[config.mk]
export PLATFORM = sky130hd
export DESIGN_NAME = pixel_event_requester
export DESIGN_NICKNAME = d
export VERILOG_FILES = /design/src/rtl/lib_arbiter_pkg.sv /design/src/rtl/pixel_req_cell.sv /design/src/rtl/pixel_event_requester.sv
export SDC_FILE = /design/constraint.sdc
export NUM_CORES = 1
export LEC_CHECK = 0
export ABC_AREA = 1
export CAP_MARGIN = 15
export CELL_PAD_IN_SITES_DETAIL_PLACEMENT = 0
export CELL_PAD_IN_SITES_GLOBAL_PLACEMENT = 1
export CORE_MARGIN = 2
export CORE_UTILIZATION = 39
export CTS_CLUSTER_DIAMETER = 120
export CTS_CLUSTER_SIZE = 28
export DETAILED_ROUTE_END_ITERATION = 7
export GPL_ROUTABILITY_DRIVEN = 0
export PLACE_DENSITY = 0.95
export SYNTH_ARGS = -nofsm -noshare
export SYNTH_HDL_FRONTEND = slang
export SYNTH_SLANG_ARGS = --single-unit
[constraint.sdc]
create_clock -name clk_i -period 3.25 [get_ports clk_i]
set_input_delay 0.325 -clock clk_i [delete_from_list [all_inputs] [get_ports clk_i]]
set_output_delay 0.325 -clock clk_i [all_outputs]
set_load 0.005 [all_outputs]
[src/rtl/lib_arbiter_pkg.sv]
// Shared types for the pixel event requester: per-pixel FSM encoding and
// refractory-counter sizing helper.
package lib_arbiter_pkg;

    typedef enum logic [1:0] {
        PIX_IDLE    = 2'b00,
        PIX_REQ     = 2'b01,
        PIX_REFRACT = 2'b10
    } pix_state_t;

    localparam int REFRACT_CYC_DEF = 8;

    // Counter must hold REFRACT_CYC-1; never narrower than one bit.
    function automatic int cnt_bits(input int n);
        return (n <= 2) ? 1 : $clog2(n);
    endfunction

endpackage

[src/rtl/pixel_req_cell.sv]
// One pixel: IDLE -> REQ -> REFRACT -> IDLE, with polarity latch and
// refractory countdown. FSM state is exported on `state` for observation.
module pixel_req_cell
    import lib_arbiter_pkg::*;
#(
    parameter int REFRACT_CYC = REFRACT_CYC_DEF
) (
    input  logic       clk_i,
    input  logic       reset_i,
    input  logic       evt,
    input  logic       pol,
    input  logic       enable,
    input  logic       gnt,
    output pix_state_t state,
    output logic       pol_q,
    output logic       drop,
    output logic       gnt_err
);

    localparam int RC_W = cnt_bits(REFRACT_CYC);
    localparam logic [RC_W-1:0] RC_LOAD = RC_W'((REFRACT_CYC == 0) ? 0 : REFRACT_CYC - 1);

    pix_state_t      state_q, state_d;
    logic [RC_W-1:0] cnt_q, cnt_d;
    logic            pol_d;

    always_ff @(posedge clk_i or negedge reset_i) begin
        if (!reset_i) begin
            state_q <= PIX_IDLE;
            cnt_q   <= '0;
            pol_q   <= 1'b0;
        end else begin
            state_q <= state_d;
            cnt_q   <= cnt_d;
            pol_q   <= pol_d;
        end
    end

    always_comb begin
        state_d = state_q;
        cnt_d   = cnt_q;
        pol_d   = pol_q;
        drop    = 1'b0;
        gnt_err = 1'b0;
        case (state_q)
            PIX_IDLE: begin
                gnt_err = gnt;
                if (evt && enable) begin
                    state_d = PIX_REQ;
                    pol_d   = pol;
                end
            end
            PIX_REQ: begin
                // An event coinciding with the grant is still a drop.
                drop = evt && enable;
                if (gnt) begin
                    if (REFRACT_CYC == 0) begin
                        state_d = PIX_IDLE;
                    end else begin
                        state_d = PIX_REFRACT;
                        cnt_d   = RC_LOAD;
                    end
                end
            end
            PIX_REFRACT: begin
                gnt_err = gnt;
                drop    = evt && enable;
                if (cnt_q == '0) begin
                    state_d = PIX_IDLE;
                end else begin
                    cnt_d = cnt_q - 1'b1;
                end
            end
            default: begin
                gnt_err = gnt;
                state_d = PIX_IDLE;
            end
        endcase
    end

    assign state = state_q;

endmodule

[src/rtl/pixel_event_requester.sv]
// Pixel-side requester for one arbitration group: array of pixel cells, grant
// checking with sticky err_o, optional saturating drop counter (EBC_DROP_CNT_EN).
module pixel_event_requester
    import lib_arbiter_pkg::*;
#(
    parameter int Lvl_ROWS    = 2,
    parameter int Lvl_COLS    = 2,
    parameter int REFRACT_CYC = REFRACT_CYC_DEF,
    parameter int CNT_W       = 8
) (
    input  logic                              clk_i,
    input  logic                              reset_i,
    input  logic                              enable_i,
    input  logic [Lvl_ROWS-1:0][Lvl_COLS-1:0] event_i,
    input  logic [Lvl_ROWS-1:0][Lvl_COLS-1:0] polarity_i,
    input  logic [Lvl_ROWS-1:0][Lvl_COLS-1:0] gnt_i,
    output logic [Lvl_ROWS-1:0][Lvl_COLS-1:0] req_o,
    output logic [Lvl_ROWS-1:0][Lvl_COLS-1:0] pol_o,
    output logic                              busy_o,
    output logic                              err_o,
    output logic [CNT_W-1:0]                  drop_cnt_o
);

    localparam int NPIX = Lvl_ROWS * Lvl_COLS;

    logic [NPIX-1:0] evt_v, pol_in_v, gnt_v;
    logic [NPIX-1:0] req_v, pol_v, drop_v, gnt_err_v;
    pix_state_t      pix_state [NPIX];
    logic            multi_gnt;
    logic            err_q;

    assign evt_v    = event_i;
    assign pol_in_v = polarity_i;
    assign gnt_v    = gnt_i;

    for (genvar g = 0; g < NPIX; g++) begin : g_pix
        pixel_req_cell #(
            .REFRACT_CYC(REFRACT_CYC)
        ) u_cell (
            .clk_i   (clk_i),
            .reset_i (reset_i),
            .evt     (evt_v[g]),
            .pol     (pol_in_v[g]),
            .enable  (enable_i),
            .gnt     (gnt_v[g]),
            .state   (pix_state[g]),
            .pol_q   (pol_v[g]),
            .drop    (drop_v[g]),
            .gnt_err (gnt_err_v[g])
        );
        assign req_v[g] = (pix_state[g] == PIX_REQ);
    end

    assign req_o  = req_v;
    assign pol_o  = pol_v;
    assign busy_o = |req_v;

    // Clearing the lowest set bit leaves something only if two or more are set.
    assign multi_gnt = |(gnt_v & (gnt_v - 1'b1));

    always_ff @(posedge clk_i or negedge reset_i) begin
        if (!reset_i) begin
            err_q <= 1'b0;
        end else if (multi_gnt || (|gnt_err_v)) begin
            err_q <= 1'b1;
        end
    end

    assign err_o = err_q;

`ifdef EBC_DROP_CNT_EN
    localparam int SUM_W = CNT_W + $clog2(NPIX + 1);
    localparam logic [CNT_W-1:0] CNT_MAX = '1;

    logic [CNT_W-1:0] drop_cnt_q;
    logic [SUM_W-1:0] drop_sum;

    always_comb begin
        drop_sum = SUM_W'(drop_cnt_q);
        for (int k = 0; k < NPIX; k++) begin
            drop_sum = drop_sum + SUM_W'(drop_v[k]);
        end
    end

    always_ff @(posedge clk_i or negedge reset_i) begin
        if (!reset_i) begin
            drop_cnt_q <= '0;
        end else if (drop_sum > SUM_W'(CNT_MAX)) begin
            drop_cnt_q <= CNT_MAX;
        end else begin
            drop_cnt_q <= drop_sum[CNT_W-1:0];
        end
    end

    assign drop_cnt_o = drop_cnt_q;
`else
    logic unused_drop;
    assign unused_drop = ^drop_v;
    assign drop_cnt_o  = '0;
`endif

endmodule

==> results.py <==
metrics = {
    "status": {
        "status": "finished, final reports clean",
    },
    "clock_network": {
        "cts_hold_buf": 0,
        "clockRootBuffer": "clkbuf_4",
        "clk_pin_slew_ns": 0.14,
        "cts_resized": 0,
        "numCtsBuffers": 3,
        "cts_tree": "done",
        "clockBufferDepth": 2,
        "htreeDepth": 1,
        "cts_setup_buffers": 0,
        "cts.sinks": 25,
        "worstSkewPairLatency_ns": 0.32,
    },
    "timing": {
        "drv_slew": 0,
        "fin_crit_sh": 0.606,
        "setup_viol": 0,
        "post-route-min-period_ns": 1.97,
        "setup_tns_ns": 0,
        "rsz0062_at_grt": "no",
        "skew_ns": 0.0124,
        "fmax_mhz": 508,
        "hold_violations": 0,
    },
    "finish": {
        "nFillCells": 327,
        "final_nets": 217,
        "areaGrowthSynthToFinish_pct": 16.7,
        "antenna_cells": 0,
        "layout-drive-gt1-share": 0.140,
        "fin_util": 0.485,
    },
    "run": {
        "cap_violations": 0,
    },
    "detailed_routing": {
        "drt_first_pass_iters": 4,
        "vias": 1050,
        "vias_per_cell": 4.39,
        "routed_wl_um": 2400,
        "first_iter_violations": 33,
        "ant_nets": 0,
        "drc_errors": 0,
        "wl_per_cell_um": 10.1,
    },
    "synthesis": {
        "syn_area_um2": 1420,
        "yosys_warnings": 0,
        "synth_compound_area_frac": 0.0599,
        "ys_ff_latch": 25,
        "yosys.area_share.adder": 0.0705,
        "muxShareOfSynthArea": 0,
        "seq_area_frac_synth": 0.441,
        "synthXorXnorAreaFrac": 0,
        "netlist_instances": 173,
        "synth_cell_types": 19,
        "syn-mean-instance-area_um2": 8.21,
        "synthSimpleGateAreaFrac": 0.260,
        "synth_top_family_by_area": "simple AND/OR/NAND/NOR gates",
    },
    "placement": {
        "numPortBuffers": 24,
        "dp_hpwl_um": 1880,
    },
    "worst_setup_path": {
        "rr_startpoint": "g_pix[3].u_cell.cnt_q[0]$_DFFE_PN0P_",
        "reg2regPathDepth": 7,
        "crit_path_end_kind": "primary output",
        "critPathCapture": "busy_o",
        "cp_data_arrival_time_ns": 1.64,
        "cp_max_fo": 4,
        "rr_endpoint": "g_pix[3].u_cell.cnt_q[0]$_DFFE_PN0P_",
        "critical_path_class": "flip-flop to primary output",
        "required_ns": 2.92,
        "reg2reg_slack_ns": 2.05,
        "crit_path_start_kind": "flip-flop",
        "worstSetupStartpoint": "g_pix[3].u_cell.state[1]$_DFFE_PN0P_",
    },
    "die": {
        "start_util": 0.416,
        "io_pins": 33,
        "dieArea_um2": 4140,
        "fp.dieH_um": 64.3,
        "rows": 21,
        "design.core.area_um2": 3420,
        "die_w_um": 64.3,
    },
    "power_and_ir_drop": {
        "power.leakage_uw": 0.000833,
        "p_per_area_nw_per_um2": 748,
        "vdd_drop_max_mv": 0.384,
    },
    "grt": {
        "grt_max_degree": 26,
        "globalRouteOverflowTotal": 0,
        "track_usage": 0.139,
        "grt_pass1_wl_um": 4520,
        "grt_antenna_before_repair": 0,
        "grt_pass1_vias": 1054,
    },
    "worst_hold_path": {
        "worstHoldPathType": "input port to asynchronous set/reset pin",
    },
}
cell families after synthesis:
family | Yosys count
compound gates | 15
fa+ha+maj | 8
buf+inv | 47
flops | 25
other cells | 1
simple gates | 77
per-layer routing:
layer / up-vias / share of wire / track usage
met5: - / 0 / 0
met4: 0 / 0.0042 / 0.0239
met3: 2 / 0.072 / 0.0511
met2: 28 / 0.42 / 0.219
met1: 463 / 0.50 / 0.185
li1: 557 / - / -
worst max-delay path, stage by stage, from the launching register on:
cell             delay, ns
dfrtp_1               0.42
nor2_2                0.19
inv_1                 0.08
o2111ai_1             0.10
clkdlybuf4s50_1       0.54
per-stage QoR:
stage                     worst slack, ns  instance area [um^2]  power, uW  hold WS (ns)  cells
final                                1.28                  1660       1240         0.347    239
after global routing                 1.12                  1660       1390         0.373    239
after CTS                            1.27                  1660       1260         0.350    239
after detailed placement             1.64                  1630       1110         0.474    235
after global placement               1.67                  1630       1100         0.470    235
after floorplan                      2.18                  1450        965        0.0294    180
power by group:
group / internal [uW] / switching, uW / total (uW) / leakage (uW)
clock: 48.0 / 92.6 / 141 / 0.0000150
sequential: 443 / 78.5 / 521 / 0.000294
combinational: 255 / 323 / 578 / 0.000524
cell type report:
class                      instances  area, um^2  share of cell area
clock buffer                       4        26.3              0.0158
sequential                        25         626               0.377
timing repair buffer              25         248               0.149
multi-input combinational        108         584               0.352
tap                               46        57.6              0.0347
inverter                          31         116              0.0702
Yosys cell counts:
cell type / count / area [um^2]
a21oi_1: 1 / 5.00
buf_4: 16 / 120
conb_1: 1 / 3.75
dfrtp_1: 25 / 626
ha_1: 8 / 100
inv_1: 24 / 90.1
inv_2: 7 / 26.3
nand2_1: 34 / 128
nand2_2: 7 / 43.8
nand3_1: 10 / 50.1
nand4_1: 8 / 50.1
nor2_1: 10 / 37.5
nor2_2: 6 / 37.5
nor2_4: 2 / 22.5
o2111ai_1: 1 / 8.76
o21ai_0: 6 / 30.0
o21ai_1: 5 / 25.0
o21ai_2: 1 / 8.76
o31ai_1: 1 / 7.51
worst min path at each step:
stage	slack (ns)	endpoint	startpoint
6_report	0.35	g_pix[0].u_cell.cnt_q[2]$_DFFE_PN0P_	reset_i
5_1_grt	0.37	g_pix[0].u_cell.cnt_q[2]$_DFFE_PN0P_	reset_i
4_1_cts	0.35	g_pix[0].u_cell.cnt_q[2]$_DFFE_PN0P_	reset_i
3_5_place_dp	0.47	g_pix[2].u_cell.cnt_q[2]$_DFFE_PN0P_	g_pix[2].u_cell.cnt_q[2]$_DFFE_PN0P_
3_3_place_gp	0.47	g_pix[1].u_cell.cnt_q[2]$_DFFE_PN0P_	g_pix[1].u_cell.cnt_q[2]$_DFFE_PN0P_
2_1_floorplan	0.03	err_o$_DFFE_PN0P_	reset_i
cells in the final DEF (no fill, tap or decap), types with 2 or more instances in the layout:
cell,n
conb_1,8
ha_1,8
nor2_2,6
dfrtp_1,25
nand3_1,10
clkbuf_4,3
inv_2,7
nor2_4,2
clkdlybuf4s50_1,24
nor2_1,10
inv_1,24
o21ai_1,5
nand2_1,34
nand2_2,7
nand4_1,8
o21ai_0,6
flip-flops by register name, summed over array words and instances (netlist names):
register / count
err_o: 1
g_pix.u_cell.state: 8
g_pix.u_cell.pol_q: 4
g_pix.u_cell.cnt_q: 12
No activity file was read; power rests on OpenSTA's default activity.
